`config.mk`:
```
export PLATFORM = sky130hd
export DESIGN_NAME = serial_addsub_word
export DESIGN_NICKNAME = d
export VERILOG_FILES = /design/src/rtl/serial_addsub_word_pkg.sv /design/src/rtl/serial_digit_adder.sv /design/src/rtl/serial_addsub_word.sv
export SDC_FILE = /design/constraint.sdc
export NUM_CORES = 1
export LEC_CHECK = 0
export BUFFER_PORTS_ARGS = -buffer_cell sky130_fd_sc_hd__buf_2
export CORE_MARGIN = 3
export CORE_UTILIZATION = 35
export DETAILED_ROUTE_END_ITERATION = 6
export HOLD_SLACK_MARGIN = 0.02
export PLACE_DENSITY_LB_ADDON = 0.2
export SKIP_CTS_REPAIR_TIMING = 1
export SYNTH_ARGS = -nofsm -noshare
export SYNTH_HDL_FRONTEND = slang
export SYNTH_HIERARCHICAL = 1
export SYNTH_SLANG_ARGS = --single-unit
```
`constraint.sdc`:
```
create_clock -name clk -period 4.05 [get_ports clk]
set_clock_uncertainty 0.15 [all_clocks]
set_input_delay 0.405 -clock clk [delete_from_list [all_inputs] [get_ports clk]]
set_output_delay 0.405 -clock clk [all_outputs]
set_load 0.005 [all_outputs]
```
`src/rtl/serial_addsub_word_pkg.sv`:
```
// Shared types and elaboration-time helpers for the digit-serial add/subtract unit.
package serial_addsub_word_pkg;

    typedef enum logic {
        StIdle = 1'b0,
        StRun  = 1'b1
    } state_e;

    function automatic int unsigned calc_ndig(input int unsigned width, input int unsigned digit);
        return width / digit;
    endfunction

    // Counter never narrower than one bit, even for single-step operation.
    function automatic int unsigned calc_cw(input int unsigned ndig);
        return (ndig > 1) ? $clog2(ndig) : 1;
    endfunction

    function automatic bit params_legal(input int unsigned width, input int unsigned digit);
        return (width >= 2) && (digit >= 1) && (digit <= width) && ((width % digit) == 0);
    endfunction

endpackage

```
`src/rtl/serial_digit_adder.sv`:
```
// Combinational DIGIT-bit ripple adder; also exposes the carry into its top bit.
module serial_digit_adder #(
    parameter int unsigned DIGIT = 1
) (
    input  logic [DIGIT-1:0] x,
    input  logic [DIGIT-1:0] y,
    input  logic             cin,
    output logic [DIGIT-1:0] s,
    output logic             cout,
    output logic             c_msb
);

    logic c;

    always_comb begin
        c     = cin;
        c_msb = cin;
        s     = '0;
        for (int unsigned i = 0; i < DIGIT; i++) begin
            if (i == DIGIT - 1) begin
                c_msb = c;
            end
            s[i] = x[i] ^ y[i] ^ c;
            c    = (x[i] & y[i]) | (c & (x[i] ^ y[i]));
        end
        cout = c;
    end

endmodule

```
`src/rtl/serial_addsub_word.sv`:
```
// Digit-serial two's-complement add/subtract, LSB first, with start/busy/done handshake.
module serial_addsub_word
    import serial_addsub_word_pkg::*;
#(
    parameter int unsigned WIDTH = 8,
    parameter int unsigned DIGIT = 1
) (
    input  logic             clk,
    input  logic             reset,
    input  logic             enable,
    input  logic             start,
    input  logic             sub,
    input  logic [WIDTH-1:0] a,
    input  logic [WIDTH-1:0] b,
    output logic             busy,
    output logic             done,
    output logic [WIDTH-1:0] sum,
    output logic             carry_out,
    output logic             overflow
);

    localparam int unsigned NDIG = calc_ndig(WIDTH, DIGIT);
    localparam int unsigned CW   = calc_cw(NDIG);
    localparam logic [CW-1:0] LastCnt = CW'(NDIG - 1);

    if (!params_legal(WIDTH, DIGIT)) begin : g_param_check
        $error("serial_addsub_word: WIDTH must be >= 2 and a multiple of DIGIT");
    end

    state_e           state_q;
    logic [WIDTH-1:0] a_q;
    logic [WIDTH-1:0] b_q;
    logic [WIDTH-1:0] res_q;
    logic [WIDTH-1:0] sum_q;
    logic [CW-1:0]    cnt_q;
    logic             carry_q;
    logic             cout_q;
    logic             ovf_q;
    logic             busy_q;
    logic             done_q;

    logic [DIGIT-1:0] dig_s;
    logic             dig_cout;
    logic             dig_cmsb;
    logic [WIDTH-1:0] res_next;

    serial_digit_adder #(
        .DIGIT (DIGIT)
    ) u_digit (
        .x     (a_q[DIGIT-1:0]),
        .y     (b_q[DIGIT-1:0]),
        .cin   (carry_q),
        .s     (dig_s),
        .cout  (dig_cout),
        .c_msb (dig_cmsb)
    );

    // New digit enters at the top; after NDIG shifts the word is LSB-aligned.
    always_comb begin
        res_next = (res_q >> DIGIT) | (WIDTH'(dig_s) << (WIDTH - DIGIT));
    end

    always_ff @(posedge clk or negedge reset) begin
        if (!reset) begin
            state_q <= StIdle;
            a_q     <= '0;
            b_q     <= '0;
            res_q   <= '0;
            sum_q   <= '0;
            cnt_q   <= '0;
            carry_q <= 1'b0;
            cout_q  <= 1'b0;
            ovf_q   <= 1'b0;
            busy_q  <= 1'b0;
            done_q  <= 1'b0;
        end else begin
            case (state_q)
                StIdle: begin
                    done_q <= 1'b0;
                    if (start) begin
                        a_q     <= a;
                        b_q     <= sub ? ~b : b;
                        carry_q <= sub;
                        cnt_q   <= '0;
                        busy_q  <= 1'b1;
                        state_q <= StRun;
                    end
                end
                StRun: begin
                    if (enable) begin
                        a_q     <= a_q >> DIGIT;
                        b_q     <= b_q >> DIGIT;
                        res_q   <= res_next;
                        carry_q <= dig_cout;
                        cnt_q   <= cnt_q + 1'b1;
                        if (cnt_q == LastCnt) begin
                            sum_q   <= res_next;
                            cout_q  <= dig_cout;
                            ovf_q   <= dig_cmsb ^ dig_cout;
                            done_q  <= 1'b1;
                            busy_q  <= 1'b0;
                            state_q <= StIdle;
                        end
                    end
                end
                default: state_q <= StIdle;
            endcase
        end
    end

    assign busy      = busy_q;
    assign done      = done_q;
    assign sum       = sum_q;
    assign carry_out = cout_q;
    assign overflow  = ovf_q;

endmodule

```
==> flow_summary_export.csv, run 1 <==
group,metric,value,unit
run_status,status,"completed",
routing,routed_wire_length_per_instance,14.9,microns
power_and_ir_drop,peakVddDrop,0.235,mV
cells_and_area,final_cell_count_no_fill,220,
timing,slew_headroom,0.378,
logic_synthesis,synthDistinctLibCells,21,
routing,drtPass1Iterations,4,
timing,slew_violations,0,
timing,layout_min_cycle_time,2.31,ns
worst_setup_path,endpoint_kind,"register",
global_route,grt_max_degree,41,
worst_setup_path,cp.required,4.06,ns
cells_and_area,drive_gt1_frac,0.490,
logic_synthesis,ys_seq_elements,40,
floorplan,die-area,0.00611,sq mm
cells_and_area,fin_nets,176,
global_route,overflow,0,
logic_synthesis,synth_area_per_cell,14.8,sq um
flow_run,max-cap-violations,0,
cells_and_area,fin_area,0.00209,sq mm
clock_network,cts.sinks,40,
placed_design,port_buffers,32,
placed_design,dpl.hpwl,2.27,mm
floorplan,initial_core_util,0.374,
worst_setup_path,cp_cell_sequence,"nand3_1 > mux2_2",
global_route,grt_usage,0.119,
worst_setup_path,cp_slowest_cell,"dfrtp_1",
timing,finalCritPeriodShare,0.569,
routing,routed_wl,3.28,mm
logic_synthesis,synth_area,0.00182,sq mm
floorplan,rows,25,
power_and_ir_drop,power_density,623,mW/mm^2
routing,wl_met1,1.45,mm
global_route,grt_pass1_vias,1216,
routing,first_iter_violations,41,
worst_setup_path,cp_slowest_stage_delay,0.85,ns
clock_network,cts_buffer_depth,2,
timing,fmax,434,MHz
power_and_ir_drop,p_leak,1.09,nW
hold_path,hp-class,"input port to asynchronous set/reset pin",
logic_synthesis,syn_nets,147,
routing,dr_total_vias,1069,
routing,highest_layer,"met4",
timing,setup_viol,0,
placed_design,place_area,0.00200,sq mm
placed_design,gp_congestion,0.702,
worst_setup_path,critPathLaunchType,"register",
clock_network,cts_made_buffers,5,
clock_network,htree_levels,2,
floorplan,die_x,78.2,microns
logic_synthesis,yosys_warnings,6,
cells_and_area,final_util,0.429,
worst_setup_path,critPathKind,"register to register",
cells_and_area,syn2layout_area_growth,14.8,%
routing,met3_length,138,microns
logic_synthesis,yosysSeqAreaShare,0.549,
clock_network,clk_pin_slew_worst_paths,0.08,ns
timing,worstMarginPinSlew,0.907,ns
logic_synthesis,syn_inst,123,
timing,rsz0062_at_grt,"no",
worst_setup_path,crit_fanout,24,
global_route,antenna_found_initial,0,
clock_network,cts-root-buf,"clkbuf_8",
floorplan,boundaryPins,33,
timing,fin_tns_setup,0,ns
floorplan,coreArea,0.00488,sq mm
routing,met2_length,1.68,mm
floorplan,die-height,78.2,microns
clock_network,cts_tree,"yes",
routing,ant_nets,0,
cells_and_area,n_antenna_cell,0,
logic_synthesis,netlist.area_leader.share,0.549,
placed_design,place_inst,212,
timing,hold_viol,0,
logic_synthesis,yosys-top-cells-area,"dfrtp_1 (55%), mux2_2 (15%), mux2_4 (7.4%)",
logic_synthesis,yosys.area.top_type,"dfrtp_1",
routing,routed_via_density,4.86,
worst_setup_path,arrival,2.32,ns
global_route,grt_pass1_wl,5.80,mm
routing,drc,0,
clock_network,insertion_delay,0.28,ns
==> per-stage QoR <==
| step | hold slack (ns) | setup WS (ns) | total power [mW] |
|---|---|---|---|
| 2_1_floorplan | -0.0406 | 2.35 | 0.927 |
| 3_3_place_gp | 0.329 | 1.82 | 1.03 |
| 3_5_place_dp | 0.324 | 1.69 | 1.05 |
| 4_1_cts | 0.114 | 1.65 | 1.34 |
| 5_1_grt | 0.171 | 1.50 | 1.41 |
| 6_report | 0.0973 | 1.74 | 1.31 |
==> synth_stat cells (all sizes together) <==
library cell,n
ha,2
and3,7
a22o,2
clkbuf,3
a221o,7
o21a,2
fa,1
nand2,3
dfrtp,40
buf,7
mux2i,2
a32o,2
xor2,9
nor2b,1
nand3,1
mux2,34
==> registers in the layout, summed over array words and instances (netlist names) <==
signal	count
a_q	8
b_q	8
sum	8
res_q	7
cnt_q	3
busy	1
carry_out	1
carry_q	1
done	1
overflow	1
state_q	1
==> worst paths after layout <==
check                               from        end  slack (ns)  cells past startpoint
max in group asynchronous          reset  carry_out        3.09                      1
min in group clk                    a[7]     a_q[7]        0.19                      2
worst min register to register  cnt_q[0]   cnt_q[0]        0.33                      1
worst min-delay path               reset     b_q[6]         0.1                      1
worst max-delay path             state_q  carry_out        1.74                      2
worst max register to register   state_q  carry_out        1.74                      2
==> worst max-delay path, delay by kind of cell (launching register included) <==
family	cells	cell delay [ns]
muxes	1	0.48
DFF	1	0.85
and+or+nand+nor	1	0.70
==> layout by cell type, fill, tap and decap left out <==
| cell | instances |
|---|---|
| dfrtp_1 | 40 |
| buf_2 | 32 |
| mux2_2 | 25 |
| xor2_1 | 9 |
| mux2_4 | 9 |
| and3_1 | 7 |
| a221o_1 | 7 |
| clkbuf_8 | 6 |
| o21a_1 | 2 |
| mux2i_1 | 2 |
| a22o_1 | 2 |
| a32o_1 | 2 |
| nand2_1 | 2 |
| ha_1 | 2 |
| clkinvlp_4 | 2 |
| nand3_1 | 1 |
| nor2b_1 | 1 |
| nand2_2 | 1 |
| fa_1 | 1 |
==> area by class of cell <==
type | instances | area, sq um
Clock inverter | 2 | 15.0
Tap cell | 67 | 83.8
Fill cell | 486 | 2790
Clock buffer | 6 | 82.6
Timing Repair Buffer | 32 | 160
Multi-Input combinational cell | 73 | 752
Sequential cell | 40 | 1000
==> layer usage <==
layer | up-vias | global-route usage
met5 | - | 0
met4 | 0 | 0.0315
met3 | 2 | 0.0321
met2 | 19 | 0.202
met1 | 549 | 0.149
li1 | 499 | -
==> where the power goes <==
part           internal, mW  switching, mW
clock network         0.138          0.133
registers             0.554          0.100
logic                 0.245          0.135
total                 0.937          0.368
==> logic make-up after synthesis <==
family,share of synthesized area
xor+xnor,0.0432
flops,0.549
mux,0.239
compound gates,0.0672
simple gates,0.0377
buf+inv,0.0391
fa+ha+maj,0.0247
No activity file was read; power rests on OpenSTA's default activity.
==> run 2: changes to the inputs <==
==> constraint.sdc (replaced) <==
create_clock -name clk -period 1.9 [get_ports clk]
set_clock_uncertainty 0.15 [all_clocks]
set_input_delay 0.19 -clock clk [delete_from_list [all_inputs] [get_ports clk]]
set_output_delay 0.19 -clock clk [all_outputs]
set_load 0.005 [all_outputs]
==> flow_summary_export.csv, run 2 (synthesized netlist as in run 1, its figures left out) <==
group,metric,value,unit
placed_design,port_buffers,32,
worst_setup_path,cp-startpoint,"b_q[0]",
placed_design,gp_congestion,0.722,
routing,dr_total_vias,1103,
placed_design,dpl.hpwl,2.32,mm
cells_and_area,fin_nets,184,
global_route,grt_pass1_vias,1191,
hold_path,min-delay-start,"start",
clock_network,cts.sinks,40,
placed_design,place_area,0.00205,sq mm
worst_setup_path,endpoint_kind,"register",
cells_and_area,fill_cells,470,
timing,setup_viol,0,
placed_design,pre_cts_slack,0.218,ns
cells_and_area,n_antenna_cell,0,
timing,fmax,593,MHz
global_route,overflow,0,
flow_run,max-cap-violations,0,
global_route,grt_max_degree,33,
power_and_ir_drop,comb_power_share,0.296,
timing,postLayoutSetupSlackWorst,0.213,ns
clock_network,cts_buffer_depth,2,
clock_network,insertion_delay,0.29,ns
cells_and_area,final_util,0.449,
power_and_ir_drop,p_sw_frac,0.279,
timing,fin_tns_setup,0,ns
timing,layout_min_cycle_time,1.69,ns
cells_and_area,final_cell_mix,"dfrtp_1 (40), buf_2 (32), mux2_2 (25)",
worst_setup_path,cp.required,1.93,ns
routing,first_iter_violations,47,
global_route,grt_usage,0.122,
routing,routed_wl,3.48,mm
clock_network,clk_pin_slew_worst_paths,0.08,ns
power_and_ir_drop,clockPowerShare,0.238,
cells_and_area,final_common_cell,"dfrtp_1",
clock_network,cts_tree,"yes",
worst_setup_path,crit_fanout,3,
worst_setup_path,r2r-end,"carry_q",
routing,drc,0,
routing,ant_nets,0,
hold_path,hp-class,"input port to register",
floorplan,rows,25,
floorplan,die-area,0.00611,sq mm
power_and_ir_drop,p_total,2.95,mW
timing,slew_headroom,0.521,
worst_setup_path,critPathKind,"register to register",
timing,worstMarginPinSlew,0.718,ns
routing,drtPass1Iterations,6,
power_and_ir_drop,seqPwrFrac,0.467,
power_and_ir_drop,p_int,2.13,mW
floorplan,coreArea,0.00488,sq mm
floorplan,initial_core_util,0.374,
timing,finalCritPeriodShare,0.888,
placed_design,place_inst,218,
timing,hold_viol,0,
worst_setup_path,r2r_setup_slack,0.21,ns
hold_path,hold_depth,2,
clock_network,cts_made_buffers,5,
routing,routed_wire_length_per_instance,15.3,microns
power_and_ir_drop,power_density,1350,mW/mm^2
worst_setup_path,critPathLaunchType,"register",
power_and_ir_drop,p_leak,1.14,nW
timing,holdWs,0.0186,ns
power_and_ir_drop,peakVddDrop,0.640,mV
floorplan,boundaryPins,33,
global_route,antenna_found_initial,0,
timing,slew_violations,0,
routing,routed_via_density,4.84,
cells_and_area,syn2layout_area_growth,20.0,%
cells_and_area,drive_gt1_frac,0.503,
cells_and_area,final_cell_count_no_fill,228,
floorplan,die-height,78.2,microns
cells_and_area,fin_area,0.00219,sq mm
run_status,status,"completed",
power_and_ir_drop,switchingPower,824,uW
clock_network,htree_levels,2,
timing,rsz0062_at_grt,"no",
worst_setup_path,reg2regPathDepth,3,
worst_setup_path,arrival,1.71,ns
worst_setup_path,r2r-start,"b_q[0]",
floorplan,die_x,78.2,microns
clock_network,cts-root-buf,"clkbuf_8",
global_route,grt_pass1_wl,5.82,mm
hold_path,hold_path_end,"state_q",
## run 2: layer usage
metal / wire length, microns / vias up / share of wire / global-route usage
li1: - / 516 / - / -
met1: 1630 / 560 / 0.47 / 0.158
met2: 1680 / 25 / 0.48 / 0.194
met4: 15 / 0 / 0.0043 / 0.0420
met5: 0 / - / 0 / 0
met3: 152 / 2 / 0.044 / 0.0356
## run 2: worst max path at each step
stage,end
4_1_cts,carry_q
3_5_place_dp,carry_q
5_1_grt,carry_q
3_3_place_gp,carry_q
6_report,carry_q
2_1_floorplan,sum[0]
## run 2: worst max-delay path, stage by stage (launching register included)
cell and delay [ns]:
dfrtp_1 0.41, fa_1 0.48, mux2_2 0.28, mux2_4 0.25
## run 2: power by group through the flow
stage               clock, mW  sequential (mW)  combinational (mW)
global placement            0             1.38               0.850
global route            0.763             1.43               0.969
detailed placement          0             1.40               0.872
floorplan                   0             1.35               0.624
CTS                     0.729             1.38               0.888
finish                  0.702             1.38               0.873
## run 2: final cells by class
type,instances,area (sq um),share of cell area
clock buffers,5,68.8,0.0314
clock inverters,3,46.3,0.0211
multi-input cells,73,752,0.343
flip-flops and latches,40,1000,0.457
well taps,67,83.8,0.0383
repair buffers,40,238,0.109
